`config.mk`:
```
export PLATFORM = sky130hd
export DESIGN_NAME = rst_seq_ctrl_flat
export DESIGN_NICKNAME = d
export VERILOG_FILES = /design/src/rtl/rst_seq_ctrl_if.sv /design/src/rtl/rst_seq_ctrl.sv /design/src/flat_wrapper.sv
export SDC_FILE = /design/constraint.sdc
export NUM_CORES = 1
export LEC_CHECK = 0
export CORE_MARGIN = 2
export CORE_UTILIZATION = 50
export CTS_BUF_LIST = sky130_fd_sc_hd__clkbuf_4
export DETAILED_ROUTE_END_ITERATION = 6
export GPL_TIMING_DRIVEN = 0
export HOLD_SLACK_MARGIN = 0.08
export PLACE_DENSITY = 0.74
export SETUP_SLACK_MARGIN = 0.05
export SYNTH_ARGS = -nofsm -noshare
export SYNTH_HDL_FRONTEND = slang
export SYNTH_SLANG_ARGS = --single-unit
```
`constraint.sdc`:
```
create_clock -name ext_clk -period 3 [get_ports ext_clk]
set_input_delay 0.9 -clock ext_clk [delete_from_list [all_inputs] [get_ports ext_clk]]
set_output_delay 0.9 -clock ext_clk [all_outputs]
set_load 0.02 [all_outputs]
```
`src/rtl/rst_seq_ctrl_if.sv`:
```
// Reset-sequencer signal bundle: PLL lock and soft-request inputs, PLL/domain reset and status outputs.
// master = sequencer side, slave = the PLL/SoC side that consumes the resets.
interface rst_seq_ctrl_if #(
  parameter int NUM_DOM = 4
);
  logic               pll_locked;
  logic               soft_rst_req;
  logic               pll_areset;
  logic [NUM_DOM-1:0] dom_rst_n;
  logic               rst_done;
  logic [2:0]         seq_state;

  modport master (
    input  pll_locked, soft_rst_req,
    output pll_areset, dom_rst_n, rst_done, seq_state
  );

  modport slave (
    output pll_locked, soft_rst_req,
    input  pll_areset, dom_rst_n, rst_done, seq_state
  );
endinterface

```
`src/rtl/rst_seq_ctrl.sv`:
```
// Power-on reset sequencer: PLL reset pulse, lock wait, hold, staged domain release; lock timeout retry under RST_SEQ_LOCK_TIMEOUT_EN.
// Latency: lock changes act SYNC_STAGES+1 edges after pll_locked moves; soft_rst_req acts next edge; no backpressure.
module rst_seq_ctrl #(
  parameter int NUM_DOM        = 4,
  parameter int SYNC_STAGES    = 2,
  parameter int PLL_RST_CYCLES = 8,
  parameter int HOLD_CYCLES    = 16,
  parameter int STAGE_GAP      = 4,
  parameter int LOCK_TIMEOUT   = 1000
) (
  input  logic          ext_clk,
  input  logic          ext_rst_n,
  rst_seq_ctrl_if.master sif
);

  typedef enum logic [2:0] {
    PLL_RST   = 3'd0,
    WAIT_LOCK = 3'd1,
    HOLD      = 3'd2,
    RELEASE   = 3'd3,
    RUN       = 3'd4
  } state_t;

  // One shared counter, sized for the longest programmable interval.
  localparam int MAX_A = (PLL_RST_CYCLES > HOLD_CYCLES) ? PLL_RST_CYCLES : HOLD_CYCLES;
  localparam int MAX_B = (STAGE_GAP > LOCK_TIMEOUT) ? STAGE_GAP : LOCK_TIMEOUT;
  localparam int CNT_W = $clog2(((MAX_A > MAX_B) ? MAX_A : MAX_B) + 1);

  localparam logic [CNT_W-1:0] PLL_LAST  = CNT_W'(PLL_RST_CYCLES - 1);
  localparam logic [CNT_W-1:0] HOLD_LAST = CNT_W'(HOLD_CYCLES - 1);
  localparam logic [CNT_W-1:0] GAP_LAST  = CNT_W'(STAGE_GAP - 1);
`ifdef RST_SEQ_LOCK_TIMEOUT_EN
  localparam logic [CNT_W-1:0] TO_LAST   = CNT_W'(LOCK_TIMEOUT - 1);
`endif

  logic [SYNC_STAGES-1:0] rst_sync_q;
  logic [SYNC_STAGES-1:0] lock_sync_q;
  logic                   int_rst_n;
  logic                   lock_s;

  state_t             state_q, state_d;
  logic [CNT_W-1:0]   cnt_q, cnt_d, cnt_inc;
  logic [NUM_DOM-1:0] dom_q, dom_d;
  logic               pll_areset_q, pll_areset_d;

  always_ff @(posedge ext_clk or negedge ext_rst_n) begin
    if (!ext_rst_n) begin
      rst_sync_q  <= '0;
      lock_sync_q <= '0;
    end else begin
      rst_sync_q  <= {rst_sync_q[SYNC_STAGES-2:0], 1'b1};
      lock_sync_q <= {lock_sync_q[SYNC_STAGES-2:0], sif.pll_locked};
    end
  end

  assign int_rst_n = rst_sync_q[SYNC_STAGES-1];
  assign lock_s    = lock_sync_q[SYNC_STAGES-1];
  assign cnt_inc   = (&cnt_q) ? cnt_q : cnt_q + CNT_W'(1);

  always_comb begin
    state_d = state_q;
    cnt_d   = cnt_inc;
    dom_d   = dom_q;
    unique case (state_q)
      PLL_RST: begin
        dom_d = '0;
        if (cnt_q >= PLL_LAST) begin
          state_d = WAIT_LOCK;
          cnt_d   = '0;
        end
      end
      WAIT_LOCK: begin
        dom_d = '0;
`ifdef RST_SEQ_LOCK_TIMEOUT_EN
        if (lock_s) begin
          state_d = HOLD;
          cnt_d   = '0;
        end else if (cnt_q >= TO_LAST) begin
          state_d = PLL_RST;
          cnt_d   = '0;
        end
`else
        cnt_d = '0;
        if (lock_s) state_d = HOLD;
`endif
      end
      HOLD: begin
        if (!lock_s) begin
          state_d = WAIT_LOCK;
          cnt_d   = '0;
          dom_d   = '0;
        end else if (cnt_q >= HOLD_LAST) begin
          cnt_d   = '0;
          dom_d   = NUM_DOM'(1);
          state_d = (NUM_DOM == 1) ? RUN : RELEASE;
        end
      end
      RELEASE: begin
        if (!lock_s) begin
          state_d = WAIT_LOCK;
          cnt_d   = '0;
          dom_d   = '0;
        end else if (cnt_q >= GAP_LAST) begin
          cnt_d = '0;
          dom_d = (dom_q << 1) | NUM_DOM'(1);
          if (&dom_d) state_d = RUN;
        end
      end
      RUN: begin
        cnt_d = '0;
        // Lock loss is tested first so it overrides a simultaneous soft request.
        if (!lock_s) begin
          state_d = WAIT_LOCK;
          dom_d   = '0;
        end else if (sif.soft_rst_req) begin
          state_d = HOLD;
          dom_d   = '0;
        end
      end
      default: begin
        state_d = PLL_RST;
        cnt_d   = '0;
        dom_d   = '0;
      end
    endcase
    pll_areset_d = (state_d == PLL_RST);
  end

  always_ff @(posedge ext_clk or negedge ext_rst_n) begin
    if (!ext_rst_n) begin
      state_q      <= PLL_RST;
      cnt_q        <= '0;
      dom_q        <= '0;
      pll_areset_q <= 1'b1;
    end else if (!int_rst_n) begin
      state_q      <= PLL_RST;
      cnt_q        <= '0;
      dom_q        <= '0;
      pll_areset_q <= 1'b1;
    end else begin
      state_q      <= state_d;
      cnt_q        <= cnt_d;
      dom_q        <= dom_d;
      pll_areset_q <= pll_areset_d;
    end
  end

  assign sif.pll_areset = pll_areset_q;
  assign sif.dom_rst_n  = dom_q;
  assign sif.rst_done   = (state_q == RUN);
  assign sif.seq_state  = state_q;

endmodule

```
`src/flat_wrapper.sv`:
```
// flat-port wrapper written by rule: the top's interface ports become plain ports
module rst_seq_ctrl_flat 
#(
  parameter int NUM_DOM        = 4,
  parameter int SYNC_STAGES    = 2,
  parameter int PLL_RST_CYCLES = 8,
  parameter int HOLD_CYCLES    = 16,
  parameter int STAGE_GAP      = 4,
  parameter int LOCK_TIMEOUT   = 1000
)
  (ext_clk, ext_rst_n, sif_pll_locked, sif_soft_rst_req, sif_pll_areset, sif_dom_rst_n, sif_rst_done, sif_seq_state);
  rst_seq_ctrl_if #(.NUM_DOM(NUM_DOM)) sif_i ();
  input  logic ext_clk;
  input  logic ext_rst_n;
  input wire logic [$bits(sif_i.pll_locked)-1:0] sif_pll_locked;
  input wire logic [$bits(sif_i.soft_rst_req)-1:0] sif_soft_rst_req;
  output wire logic [$bits(sif_i.pll_areset)-1:0] sif_pll_areset;
  output wire logic [$bits(sif_i.dom_rst_n)-1:0] sif_dom_rst_n;
  output wire logic [$bits(sif_i.rst_done)-1:0] sif_rst_done;
  output wire logic [$bits(sif_i.seq_state)-1:0] sif_seq_state;
  assign sif_i.pll_locked = sif_pll_locked;
  assign sif_i.soft_rst_req = sif_soft_rst_req;
  assign sif_pll_areset = sif_i.pll_areset;
  assign sif_dom_rst_n = sif_i.dom_rst_n;
  assign sif_rst_done = sif_i.rst_done;
  assign sif_seq_state = sif_i.seq_state;
  rst_seq_ctrl #(.NUM_DOM(NUM_DOM), .SYNC_STAGES(SYNC_STAGES), .PLL_RST_CYCLES(PLL_RST_CYCLES), .HOLD_CYCLES(HOLD_CYCLES), .STAGE_GAP(STAGE_GAP), .LOCK_TIMEOUT(LOCK_TIMEOUT)) u_core (.ext_clk(ext_clk), .ext_rst_n(ext_rst_n), .sif(sif_i));
endmodule
```
==> impl.org <==
** Outcome
- The flow ran to the end, and the final reports show no timing, DRC or antenna violations.

** Floorplanning
- Floorplan die width :: 50.1 um
- The initial utilization of the core area, before any placement, comes to 53.6%.
- During I/O placement, the number of pins put on the boundary was 13.
- Row Count :: 16
- Core area :: 1980 um2
- Area of the die :: 2510 um2
- The die is 50.1 um tall.

** Detailed routing
- In this run, the number of DRC markers left after iteration 0 of detailed routing was 11.
- Number of detailed-route iterations in the first pass :: 4
- For this run, design rule violations remaining after detail routing come to 0.
- The detail route stage leaves a number of antenna-violating nets equal to 0.
- The routed design has 1830 um of wire.
- In the final routed layout, each cell accounts on average for 12.3 um.
- Vias :: 774
- Post-DR vias/cell :: 5.23

** Worst hold path
- The tightest min-delay check is of the reg -> reg type.

** Finish
- Cells fill 65.0% of the core in the end.
- Of the cells placed in the final design, the portion with a size suffix greater than 1 is 14.9%.
- Once layout is done, the placed cells without fillers occupy 1290 um2.
- Antenna diode count :: 0
- The final layout contains 127 nets.
- The area growth from synthesis to layout is 21.2%.

** Synthesis
- Among all flip-flop cells after synthesis, the most frequent one is sky130_fd_sc_hd__dfrtp_1.
- Summed over all instances, the cell type with the most area after synthesis is sky130_fd_sc_hd__dfrtp_1.
- Syn_area_per_cell :: 10.6 um2
- For this run, asynchronously set or reset flops after synthesis account for 100%.
- Portion of netlist area occupied by mux cells :: 3.77%
- By area the synthesized netlist is led by sky130_fd_sc_hd__dfrtp_1 49%, sky130_fd_sc_hd__nor2_1 3.9%, sky130_fd_sc_hd__mux2i_1 3.8%.
- Counting flops with a built-in enable in the synthesized netlist gives 0.
- Fraction of the mapped netlist area in compound gates :: 14.6%
- After Yosys synthesis, full adders, half adders and majority gates account for 1.18% of the synthesized area.
- The Yosys step of the flow raised 0 warnings.
- Post-synthesis share of cell area spent on and, or, nand and nor gates :: 21.2%
- Share of the synthesized area in the top cell type :: 49.5%
- Post-synthesis xor/xnor area fraction :: 2.47%
- The cell area that synthesis handed to floorplanning was 1060 um2.
- The synthesized netlist contains 41 unique library cells.
- After synthesis, the largest family of logic cells by area is simple AND/OR/NAND/NOR gates.
- Synthesized flop and latch total :: 22
- After technology mapping, the gate count stands at 100.
- Sequential fraction of the synthesis area :: 51.9%

** Critical path
- Kind of start point of the critical path :: flip-flop
- Type of destination of the critical path :: output pin
- Along the worst path, the maximum fanout reaches 9.
- Walking the worst path, the cells encountered are buf_2, nor3b_4, clkdlybuf4s50_1.
- Arrival time at the worst endpoint :: 1.84 ns
- CP Data Required Time :: 2.10 ns
- The slowest stage of the critical path is the sky130_fd_sc_hd__clkdlybuf4s50_1 cell.
- Crit Path Class :: reg -> out
- The largest single stage delay on the critical path is 0.65 ns.
- Largest delay share family, worst path :: buffers and inverters
- Together, buffers and inverters on the worst path number 2.

** GRT
- Entering global routing, the biggest net connects 23 pins.
- Total congestion overflow after global routing :: 0
- Gr usage total :: 17.4%
- Number of antenna violations at the first check in global routing :: 0
- The via count of the first global-routing pass came to 774.
- Wire length of the first global-routing pass :: 3330 um

** Clock tree
- Insertion delay to the later sink of the worst-skew pair :: 0.31 ns
- CTS built an H-tree with a depth of 1.
- Hold repair after CTS inserted 0 buffers.
- Maximum count of clock buffers along a single path :: 2
- Clock transition at the register clock pins on the worst setup and hold paths after CTS :: 0.13 ns
- Post-CTS resize count :: 0
- Buffer type at the clock tree root :: sky130_fd_sc_hd__clkbuf_4
- In this run, CTS created clock tree buffers numbering 3.
- Clock tree synthesis found a total of 22 sinks.
- TritonCTS built the clock tree.
- Once the clock tree was built, the setup fixing pass inserted 0 buffers.

** STA
- The count of final max-slew check failures is 0.
- RSZ-0062 raised after global routing :: false
- The final count of hold timing violations is 0.
- For the pin with the worst max-slew slack, the measured transition is 0.961 ns.
- Worst clock skew :: 0.00430 ns
- Endpoints failing setup :: 0
- Worst-case setup margin in the final layout :: 0.259 ns
- Worst hold margin :: 0.364 ns
- The smallest clock period supported by the final layout is computed as 2.74 ns.
- Final-layout setup total negative slack :: 0 ns
- Fmax :: 0.365 GHz
- In the finished design, the share of the clock period the worst path needs comes to 91.4%.
- The worst pin sits at a relative slew slack of 35.7%.

** Power and ir drop
- Combinational share of power :: 9.2%
- Pwr dens :: 463 nW/um2
- Highest ir drop seen on vdd :: 310 uV
- LEAKAGE :: 0.588 nW
- Internal power contribution :: 0.000468 W
- Net switching share of the total power :: 21.5%
- Clock group share of total power :: 38.3%
- Sequential group share of total power :: 52.5%
- Net Sw Power :: 0.000128 W

** Placement
- Dpl hpwl :: 1340 um
- Port buffering added 12 buffers.
- At the end of routability-driven placement, the weighted congestion stood at 0.883.
- Post-Place Worst Slack :: 0.609 ns
- In this run the cell area measured after placement is 1230 um2.

** Job
- Number of maximum-capacitance constraint violations :: 0
-- Yosys cell counts, types with 2 or more instances --
library cell,instances
sky130_fd_sc_hd__a31oi_1,2
sky130_fd_sc_hd__o211ai_1,2
sky130_fd_sc_hd__nor3_1,3
sky130_fd_sc_hd__nand2_1,6
sky130_fd_sc_hd__conb_1,2
sky130_fd_sc_hd__buf_2,3
sky130_fd_sc_hd__and3_1,3
sky130_fd_sc_hd__nor2_1,11
sky130_fd_sc_hd__a21oi_1,5
sky130_fd_sc_hd__xor2_1,2
sky130_fd_sc_hd__mux2i_1,4
sky130_fd_sc_hd__clkbuf_2,2
sky130_fd_sc_hd__inv_1,2
sky130_fd_sc_hd__nand3_1,6
sky130_fd_sc_hd__dfrtp_1,21
-- cells in the final DEF (no fill, tap or decap), types with 2 or more instances in the layout --
cell,netlist,layout
sky130_fd_sc_hd__a31oi_1,2,2
sky130_fd_sc_hd__nand2_1,6,6
sky130_fd_sc_hd__a21oi_1,5,5
sky130_fd_sc_hd__buf_2,3,3
sky130_fd_sc_hd__nand3_1,6,6
sky130_fd_sc_hd__mux2i_1,4,4
sky130_fd_sc_hd__and3_1,3,3
sky130_fd_sc_hd__clkdlybuf4s50_1,0,12
sky130_fd_sc_hd__clkbuf_4,0,3
sky130_fd_sc_hd__xor2_1,2,2
sky130_fd_sc_hd__dfrtp_1,21,21
sky130_fd_sc_hd__conb_1,2,7
sky130_fd_sc_hd__clkbuf_2,2,2
sky130_fd_sc_hd__nor3_1,3,3
sky130_fd_sc_hd__nor2_1,11,11
sky130_fd_sc_hd__o211ai_1,2,2
sky130_fd_sc_hd__inv_1,2,2
-- kinds of logic after synthesis --
family	Yosys count
xor gates and xnor gates	3
adders and majority gates	1
and+or+nand+nor	39
AOI/OAI and AO/OA	21
buffers and inverters	8
muxes	4
DFF	22
other	2
-- area by class of cell --
| cell class | instances | area (um2) |
|---|---|---|
| timing repair buffer | 12 | 120 |
| multi-input combinational | 75 | 485 |
| fill | 162 | 694 |
| clock inverter | 1 | 30.0 |
| tap | 27 | 33.8 |
| clock buffer | 3 | 22.5 |
| sequential | 22 | 552 |
| buffer | 6 | 36.3 |
| inverter | 2 | 7.51 |
-- routing by layer --
layer  vias to the layer above  GRT usage, %  share of wire, %
met4                         0          6.94              0.77
met1                       369          23.2                49
met5                         -             0                 0
met2                        14          28.3                47
li1                        389             -                 -
met3                         2          2.73               3.3
-- through the flow --
stage / total power (W) / std cells
after floorplan: 0.000352 / 105
after global placement: 0.000373 / 144
after detailed placement: 0.000374 / 144
after CTS: 0.000601 / 148
after global routing: 0.000625 / 148
final: 0.000596 / 148
-- final timing paths --
check                                   startpoint                     to  slack (ns)  cells past startpoint
setup / recovery           u_core.sif.seq_state[1]           sif_rst_done        0.26                      3
max in group asynchronous                ext_rst_n        u_core.cnt_q[8]        1.31                      1
hold reg to reg              u_core.lock_sync_q[0]  u_core.lock_sync_q[1]        0.36                      0
setup reg to reg                   u_core.cnt_q[0]        u_core.cnt_q[2]        1.28                      5
min in group asynchronous                ext_rst_n        u_core.cnt_q[3]        1.11                      1
hold / removal               u_core.lock_sync_q[0]  u_core.lock_sync_q[1]        0.36                      0
-- registers in the layout, summed over array words and instances (netlist names) --
signal,cells
u_core.lock_sync_q,2
u_core.sif.seq_state,3
u_core.sif.dom_rst_n,4
u_core.cnt_q,10
u_core.sif.pll_areset,1
u_core.rst_sync_q,2
-- power by group through the flow --
stage               clock, W  combinational [W]  sequential (W)
global placement           0          0.0000544        0.000318
finish              0.000228          0.0000550        0.000313
floorplan                  0          0.0000302        0.000322
global route        0.000250          0.0000608        0.000315
detailed placement         0          0.0000554        0.000319
CTS                 0.000233          0.0000556        0.000313
Note: power is estimated with default switching activity, not from simulation.
